--- config.mk ---
export PLATFORM = sky130hd
export DESIGN_NAME = combat_judge
export DESIGN_NICKNAME = d
export VERILOG_FILES = /design/src/rtl/combat_judge.sv
export SDC_FILE = /design/constraint.sdc
export NUM_CORES = 1
export LEC_CHECK = 0
export ABC_CLOCK_PERIOD_IN_PS = 2600
export CAP_MARGIN = 5
export CORE_MARGIN = 4
export CORE_UTILIZATION = 39
export DETAILED_ROUTE_END_ITERATION = 10
export MAX_ROUTING_LAYER = met4
export PLACE_DENSITY = 0.91
export SLEW_MARGIN = 10
export SYNTH_ARGS = -nofsm -noshare
export SYNTH_HDL_FRONTEND = slang
export SYNTH_SLANG_ARGS = --single-unit
--- constraint.sdc ---
create_clock -name clk -period 2.6 [get_ports clk]
set_input_delay 0.52 -clock clk [delete_from_list [all_inputs] [get_ports clk]]
set_output_delay 0.52 -clock clk [all_outputs]
set_load 0.01 [all_outputs]
--- src/rtl/combat_judge.sv ---
// Two-player combat referee: hit detection, registered hit flags,
// saturating health and the FIGHT/KO/DONE round sequencer.
module combat_judge #(
  parameter int MAX_HEALTH = 100,
  parameter int HP_W       = 7,
  parameter int DMG_BASIC  = 10,
  parameter int DMG_DIR    = 15,
  parameter int DMG_CHIP   = 2,
  parameter int KO_FRAMES  = 90
) (
  input  logic            clk,
  input  logic            rst,
  input  logic [3:0]      p1_state,
  input  logic [3:0]      p2_state,
  input  logic [39:0]     p1_basic_box,
  input  logic [39:0]     p2_basic_box,
  input  logic [39:0]     p1_dir_box,
  input  logic [39:0]     p2_dir_box,
  input  logic [39:0]     p1_hurt_box,
  input  logic [39:0]     p2_hurt_box,
  input  logic            restart,
  output logic [1:0]      p1_hitFlag,
  output logic [1:0]      p2_hitFlag,
  output logic [HP_W-1:0] p1_health,
  output logic [HP_W-1:0] p2_health,
  output logic [1:0]      round_state,
  output logic [1:0]      winner
);

  typedef enum logic [1:0] {
    FIGHT = 2'b00,
    KO    = 2'b01,
    DONE  = 2'b10
  } round_t;

  localparam int CW = (KO_FRAMES > 1) ? $clog2(KO_FRAMES) : 1;
  localparam logic [CW-1:0]   KO_LAST = CW'(KO_FRAMES - 1);
  localparam logic [HP_W-1:0] HP_MAX  = HP_W'(MAX_HEALTH);
  localparam logic [HP_W-1:0] D_BASIC = HP_W'(DMG_BASIC);
  localparam logic [HP_W-1:0] D_DIR   = HP_W'(DMG_DIR);
  localparam logic [HP_W-1:0] D_CHIP  = HP_W'(DMG_CHIP);

  localparam logic [3:0] ST_BACK  = 4'd2;
  localparam logic [3:0] ST_B_ACT = 4'd4;
  localparam logic [3:0] ST_D_ACT = 4'd7;
  localparam logic [3:0] ST_HSTUN = 4'd9;
  localparam logic [3:0] ST_BSTUN = 4'd10;

  round_t          state_q, state_d;
  logic [CW-1:0]   cnt_q, cnt_d;
  logic [1:0]      p1_flag_q, p1_flag_d;
  logic [1:0]      p2_flag_q, p2_flag_d;
  logic [HP_W-1:0] p1_hp_q, p1_hp_d;
  logic [HP_W-1:0] p2_hp_q, p2_hp_d;
  logic            p1_conn_q, p1_conn_d;
  logic            p2_conn_q, p2_conn_d;
  logic [1:0]      win_q, win_d;

  logic            p1_act, p2_act;
  logic            p1_vuln, p2_vuln;
  logic            hit_en;
  logic            att_p1, att_p2;
  logic [HP_W-1:0] dmg_p1, dmg_p2;

  // {x1,x2,y1,y2}, inclusive on every edge
  function automatic logic overlap(
    input logic [39:0] a,
    input logic [39:0] b
  );
    return (a[39:30] <= b[29:20]) &&
           (b[39:30] <= a[29:20]) &&
           (a[19:10] <= b[9:0])   &&
           (b[19:10] <= a[9:0]);
  endfunction

  function automatic logic [HP_W-1:0] sat_sub(
    input logic [HP_W-1:0] h,
    input logic [HP_W-1:0] d
  );
    return (h > d) ? (h - d) : '0;
  endfunction

  always_comb begin
    p1_act = ((p1_state == ST_B_ACT) &&
              overlap(p1_basic_box, p2_hurt_box)) ||
             ((p1_state == ST_D_ACT) &&
              overlap(p1_dir_box, p2_hurt_box));
    p2_act = ((p2_state == ST_B_ACT) &&
              overlap(p2_basic_box, p1_hurt_box)) ||
             ((p2_state == ST_D_ACT) &&
              overlap(p2_dir_box, p1_hurt_box));
    p1_vuln = (p1_state != ST_HSTUN) &&
              (p1_state != ST_BSTUN);
    p2_vuln = (p2_state != ST_HSTUN) &&
              (p2_state != ST_BSTUN);
  end

  always_comb begin
    state_d = state_q;
    cnt_d   = cnt_q;
    win_d   = win_q;
    unique case (state_q)
      FIGHT: begin
        if ((p1_hp_q == '0) || (p2_hp_q == '0)) begin
          state_d = KO;
          cnt_d   = '0;
          win_d   = {p1_hp_q == '0, p2_hp_q == '0};
        end
      end
      KO: begin
        if (cnt_q == KO_LAST) begin
          state_d = DONE;
        end else begin
          cnt_d = cnt_q + 1'b1;
        end
      end
      DONE: begin
        if (restart) begin
          state_d = FIGHT;
          cnt_d   = '0;
          win_d   = 2'b00;
        end
      end
      default: state_d = FIGHT;
    endcase
  end

  // A hit seen in the last FIGHT cycle would surface during KO
  assign hit_en = (state_q == FIGHT) && (state_d == FIGHT);

  always_comb begin
    att_p2 = hit_en && p1_act && !p1_conn_q && p2_vuln;
    att_p1 = hit_en && p2_act && !p2_conn_q && p1_vuln;

    dmg_p2 = (p2_state == ST_BACK) ? D_CHIP :
             (p1_state == ST_D_ACT) ? D_DIR : D_BASIC;
    dmg_p1 = (p1_state == ST_BACK) ? D_CHIP :
             (p2_state == ST_D_ACT) ? D_DIR : D_BASIC;

    p2_flag_d = 2'b00;
    p1_flag_d = 2'b00;
    p2_hp_d   = p2_hp_q;
    p1_hp_d   = p1_hp_q;
    p1_conn_d = p1_conn_q;
    p2_conn_d = p2_conn_q;

    if (att_p2) begin
      p2_flag_d = (p1_state == ST_D_ACT) ? 2'b10 : 2'b01;
      p2_hp_d   = sat_sub(p2_hp_q, dmg_p2);
      p1_conn_d = 1'b1;
    end else if ((p1_state != ST_B_ACT) &&
                 (p1_state != ST_D_ACT)) begin
      p1_conn_d = 1'b0;
    end

    if (att_p1) begin
      p1_flag_d = (p2_state == ST_D_ACT) ? 2'b10 : 2'b01;
      p1_hp_d   = sat_sub(p1_hp_q, dmg_p1);
      p2_conn_d = 1'b1;
    end else if ((p2_state != ST_B_ACT) &&
                 (p2_state != ST_D_ACT)) begin
      p2_conn_d = 1'b0;
    end

    if ((state_q == DONE) && restart) begin
      p1_hp_d   = HP_MAX;
      p2_hp_d   = HP_MAX;
      p1_conn_d = 1'b0;
      p2_conn_d = 1'b0;
    end
  end

  always_ff @(posedge clk or posedge rst) begin
    if (rst) begin
      state_q   <= FIGHT;
      cnt_q     <= '0;
      win_q     <= 2'b00;
      p1_flag_q <= 2'b00;
      p2_flag_q <= 2'b00;
      p1_hp_q   <= HP_MAX;
      p2_hp_q   <= HP_MAX;
      p1_conn_q <= 1'b0;
      p2_conn_q <= 1'b0;
    end else begin
      state_q   <= state_d;
      cnt_q     <= cnt_d;
      win_q     <= win_d;
      p1_flag_q <= p1_flag_d;
      p2_flag_q <= p2_flag_d;
      p1_hp_q   <= p1_hp_d;
      p2_hp_q   <= p2_hp_d;
      p1_conn_q <= p1_conn_d;
      p2_conn_q <= p2_conn_d;
    end
  end

  assign p1_hitFlag  = p1_flag_q;
  assign p2_hitFlag  = p2_flag_q;
  assign p1_health   = p1_hp_q;
  assign p2_health   = p2_hp_q;
  assign round_state = state_q;
  assign winner      = win_q;

endmodule

# --- After elaboration in Yosys (flattened, before gate mapping) ---
# Cells that the tools add are included.
word_totals:
  output_inout_bits: 22
  input_bits: 251
  elab_cells: 126
  register_bits: 31
classes:
  n_eq_ne: 20
  reduce_logical: 45
  muxes: 31
  n_lt_le_gt_ge: 18
  add_sub_neg: 3
op_table:
  columns: ["op", "n"]
  rows:
  - ["less-or-equal comparator 10 bit", 16]
  - ["2-to-1 mux 7 bit", 9]
  - ["logical AND 1 bit", 28]
  - ["one-hot mux 7 bit (3 select lines)", 1]
  - ["2-to-1 mux 2 bit", 9]
  - ["== test 4 x 3 -> 1 bit (second input constant)", 4]
  - ["inequality test 4 x 3 -> 1 bit (second input constant)", 4]
  - ["inequality test 4 bit (second input constant)", 4]
  - ["> comparator 7 x 4 -> 1 bit", 2]
  - ["logical NOT 7 bit", 2]
  - ["subtractor 7 x 4 -> 7 bit", 2]
  - ["nonzero test 3 bit", 3]
  - ["== test 4 x 2 -> 1 bit (second input constant)", 2]
  - ["2-to-1 mux 4 bit", 2]
  - ["adder 7 x 1 -> 7 bit (second input constant)", 1]
  - ["== test 7 bit (second input constant)", 1]
  - ["2-to-1 mux 1 bit", 6]
  - ["2-to-1 mux 3 bit", 2]
  - ["inequality test 2 bit (second input constant)", 3]
  - ["one-hot mux 2 bit (3 select lines)", 1]
  - ["nonzero test 2 bit", 3]
  - ["logical NOT 2 bit", 2]
  - ["one-hot mux 2 bit (2 select lines)", 1]
  - ["AND reduction 4 bit", 1]
  - ["5 further kinds", 8]

# --- Depth between registers and ports, before layout ---
logic_depth:
  word_depth: 11
  mapped_depth: 14

# --- Worst setup path before layout ---
# No wires, ideal clock.
synth_timing:
  path_kind: "input to register"
  from: "in p2_dir_box[3]"
  to: "reg p1_hp_q[6] (netlist: p1_health[6])"
  t_required_ns: 2.519
  path_slack_ns: -0.502
  path_buffers: 0
  arrival_time_ns: 3.021
  stages: 10
  path_cell_list: "inv_1 ha_1 a21o_1 a21o_1 a221o_1 a221o_1 a2111oi_2 o211ai_2 or4_1 o211ai_1"
synth_via:
  elab_chain_len: 8
synth_rtl:
  columns: ["element", "line_no", "text"]
  rows:
  - ["from (decl)", "18", "input logic [39:0] p2_dir_box,"]
  - ["less-or-equal comparator 10 bit", "73", "(b[19:10] <= a[9:0]);"]
  - ["logical AND 1 bit", "72", "(a[19:10] <= b[9:0]) &&"]
  - ["logical AND 1 bit", "90", "((p2_state == ST_D_ACT) &&"]
  - ["logical OR 1 bit", "89", "overlap(p2_basic_box, p1_hurt_box)) ||"]
  - ["logical AND 1 bit (3 in a row)", "133", "att_p1 = hit_en && p2_act && !p2_conn_q && p1_vuln;"]
  - ["nonzero test 2 bit (no source line)", null, null]
  - ["to (signal assigned)", "190", "p1_hp_q <= p1_hp_d;"]
  - ["to (decl)", "53", "logic [HP_W-1:0] p1_hp_q, p1_hp_d;"]
# Every way passes these cells.
# A chain may end at the register's enable or synchronous reset.

# --- Final worst setup path ---
layout_timing:
  from: "in p2_basic_box[22]"
  to: "reg p1_hp_q[6] (netlist: p1_health[6])"
layout_via:
  elab_chain_len: 10
layout_rtl:
  columns: ["element", "line_no", "text"]
  rows:
  - ["from (decl)", "16", "input logic [39:0] p2_basic_box,"]
  - ["less-or-equal comparator 10 bit", "71", "(b[39:30] <= a[29:20]) &&"]
  - ["logical AND 1 bit", "70", "return (a[39:30] <= b[29:20]) &&"]
  - ["logical AND 1 bit", "71", null]
  - ["logical AND 1 bit", "72", null]
  - ["logical AND 1 bit", "88", "p2_act = ((p2_state == ST_B_ACT) &&"]
  - ["logical OR 1 bit", "89", null]
  - ["logical AND 1 bit (3 in a row)", "133", null]
  - ["nonzero test 2 bit (no source line)", null, null]
# Every way passes these cells.

==> summary.txt <==
Timing
  • RSZ-0062 raised after global routing: yes
  • Slew headroom: 50.42%
  • Slack of the critical path: -364.8 ps
  • Tmin final: between 2000 and 3000 ps
  • Final hold slack: 526.7 ps
  • Max Clock Freq: 337.3 MHz
  • Worst-Margin Slew: 736.9 ps
  • Pins over their slew limit: 0
  • Layout Skew: roughly 4.3 ps
  • Final setup violation count: 18
  • Period utilization: 114.0%
  • Fin. Hold Viols: 0

Setup path
  • Critical path peak fanout: 2
  • Worst Reg2Reg Path Length in Cells: 11
  • Crit path from: p2_basic_box[22]
  • Crit path required time: 2800 ps
  • Crit path kind: input pin to flop
  • Flop-to-flop setup slack: ~50 ps
  • Reg2reg end: p2_hitFlag[0]$_DFF_PP0_
  • Worst Setup End Kind: flop
  • RR Startpoint: p2_health[3]$_DFFE_PP0P_
  • Startpoint types: input pin
  • Worst EP arrival: around 3200 ps
  • CP max stage delay: 530 ps
  • Cell breakdown of the critical path: clkdlybuf4s50_1 -> inv_1 -> ha_1 -> nand2_2 -> nor3_4 -> a221oi_2 -> a32oi_2 -> a2111oi_4 -> o211ai_2 -> or4_1 -> o211ai_1
  • Critical-path top delay cell: or4_1

Yosys
  • YS warnings: 0
  • Avg Cell Area, Syn: approximately 7.9 µm²
  • Synthesized flop and latch total: 31
  • Register area share after synthesis: 13.70%
  • Syn_nets: 1,142
  • Yosys cell types: 46
  • Synth Flop Type: dfrtp_1
  • Post-Syn Area: 0.005719 mm²
  • Post-Syn Instances: between 700 and 800
  • Post-synth EDFFs: 0
  • Async SR Flop Fraction: 100.0%

Drt
  • Vias: a little under 8,000
  • DRT iter0 DRCs: 361
  • Routed Antenna Nets: 0
  • Drt wl/cell: 22.67 µm
  • Routed vias/inst: 5.873
  • Routed wire length: about 30,000 µm
  • Drt drc: 0
  • TritonRoute pass-1 iters: 5

Floorplanning
  • Die area: between 0.015 and 0.02 mm²
  • Die height: around 130 µm
  • Chip width: 129.1 µm
  • Placeable Area: 0.01410 mm²
  • I/O Pins: ~270
  • Initial Util: roughly two fifths
  • Row count: 43

Global routing
  • Vias in the first global route: approximately 8,000
  • Initial antenna violation count: 7
  • Met2 Track Usage GR: 55.88%
  • Tot GR Track Use: 30.45%
  • Gr busiest metal: met2
  • Grt total ovfl: 0
  • Global-route wire length before repair: 39,360 µm
  • M3 GR Usage: between 5 and 6%
  • Met1 Use GR: a little under a third
  • Largest net degree at the start of global routing: 32

Placement
  • Gpl congestion: 0.9269
  • Port Buf Inserts: 272
  • Placed insts: 1,263
  • DPL Wire Length: 18,500 µm

Clock network
  • CTS tree: yes
  • CTS clock-pin slew for the worst setup and hold paths: ~60 ps
  • Clock Path Buffers: 2
  • Hold-fix buffers, CTS: 0
  • TritonCTS Buffers: 5
  • Root buffer selected by CTS: clkbuf_16
  • Clk Latency, worst-skew pair: 280 ps
  • Sink Count: 31
  • Htree depth: 2

Hold path
  • Hold Crit Class: flop to flop
  • Hold EP: winner[1]$_DFFE_PP0P_
  • Hold path depth: 2
  • Worst Hold Launch: winner[1]$_DFFE_PP0P_

Layout
  • Nets@finish: 1,542
  • Layout Utilization: between 80% and 90%
  • Commonest non-fill, non-tap cells in the layout: 123 x clkdlybuf4s50_1, 118 x buf_4, 87 x ha_4
  • Share of cells above drive strength 1: 40.73%
  • Area grow syn2layout: 104.0%
  • Layout Cells excl Fill: 1,313
  • Most common cell after layout, fill and taps aside: clkdlybuf4s50_1

Outcome
  • Failing checks: setup timing
  • Run status: finished with violations

Power
  • Pwr dens: 385.1 mW/mm²
  • Peak supply drop: 0.0005976 V
  • Leakage: 5.633 nW

Job
  • Max Cap Viol: 0
-- cell type report --
| type | count | area, µm² |
|---|---|---|
| flip-flops and latches | 31 | 783.3 |
| fillers | 683 | 2427 |
| diodes | 11 | 27.53 |
| repair buffers | 398 | 3638 |
| clock buffers | 6 | 138.9 |
| multi-input cells | 530 | 6231 |
| inverters | 155 | 589.3 |
| clock inverters | 2 | 35.03 |
| well taps | 180 | 225.2 |
-- synthesized netlist by cell type (4+ instances only) --
library cell / count / area (µm²)
ha_1: 170 / 2127
inv_1: 155 / 581.8
a21oi_1: 38 / 190.2
nand2_1: 35 / 131.4
o21ai_0: 34 / 170.2
a21o_1: 32 / 240.2
nand4_1: 31 / 193.9
nor2_1: 30 / 112.6
dfrtp_1: 25 / 625.6
nand3_1: 18 / 90.09
nand2b_1: 16 / 100.1
nor3_1: 16 / 80.08
a211oi_1: 14 / 105.1
xor2_1: 8 / 70.07
and3_1: 6 / 37.54
dfstp_2: 6 / 157.7
nor2b_1: 6 / 37.54
o31ai_1: 6 / 45.04
a2111oi_0: 5 / 43.79
a31oi_1: 5 / 31.28
a32oi_1: 5 / 43.79
clkbuf_1: 5 / 18.77
a221o_1: 4 / 40.04
a221oi_1: 4 / 35.03
and4_1: 4 / 35.03
o211ai_1: 4 / 30.03
o41ai_1: 4 / 35.03
or3_1: 4 / 25.02
or4_1: 4 / 30.03
-- through the flow --
stage	instance area (µm²)	power (mW)	TNS (ps)	setup WS [ps]
global route	11660	4.736	-3776	-512.0
finish	11670	4.493	-2183	-364.8
CTS	10760	4.037	-1088	-294.3
floorplan	5782	1.837	-594.5	-331.9
global placement	9420	2.951	-13420	-996.8
detailed placement	9420	3.049	-15050	-1061
-- registers in the layout (all words and copies together), names as in the netlist --
signal and cells:
cnt_q 7, p1_conn_q 1, p1_health 7, p1_hitFlag 2
p2_conn_q 1, p2_health 7, p2_hitFlag 2, round_state 2
winner 2
-- cells by family after synthesis --
logic type	after synthesis	synth area share, %
XOR/XNOR	9	1.378
AND/OR/NAND/NOR	184	17.37
flip-flops	31	13.70
adder cells (fa/ha/maj)	170	37.19
buffers and inverters	160	10.50
multiplexers	2	0.3938
AO/OA/AOI/OAI	165	19.47
-- power by group --
part	switching [mW]	internal, mW
logic	1.44	1.55
registers	0.146	0.655
clock network	0.219	0.476
-- timing repair --
item / CTS / global route
gates cloned: 1 / 0
pin swaps: 134 / 123
setup buffers: 22 / 10
endpoints found under the setup margin: 19 / 25
resized for setup: 336 / 264
-- routing by layer --
layer  up-vias  share of wire [%]
li1       3403                  -
met1      3632                 34
met2       475                 51
met3       201                7.2
met4         0                7.4
met5         -                  0
-- worst max-delay path, delay by kind of cell --
kind	cells	cell delay [ps]
AO/OA/AOI/OAI	5	1110
buffers and inverters	2	530
adder cells (fa/ha/maj)	1	300
AND/OR/NAND/NOR	3	700
-- worst max-delay path by stage --
stage                                          end  slack [ps]
after floorplan           p1_health[6]$_DFFE_PP1P_        -330
after global placement    p1_health[6]$_DFFE_PP1P_       -1000
after detailed placement  p1_health[6]$_DFFE_PP1P_       -1060
after CTS                 p1_health[6]$_DFFE_PP1P_        -290
after global routing      p1_health[6]$_DFFE_PP1P_        -510
final                     p1_health[6]$_DFFE_PP1P_        -360
Note: power is estimated with default switching activity, not from simulation.
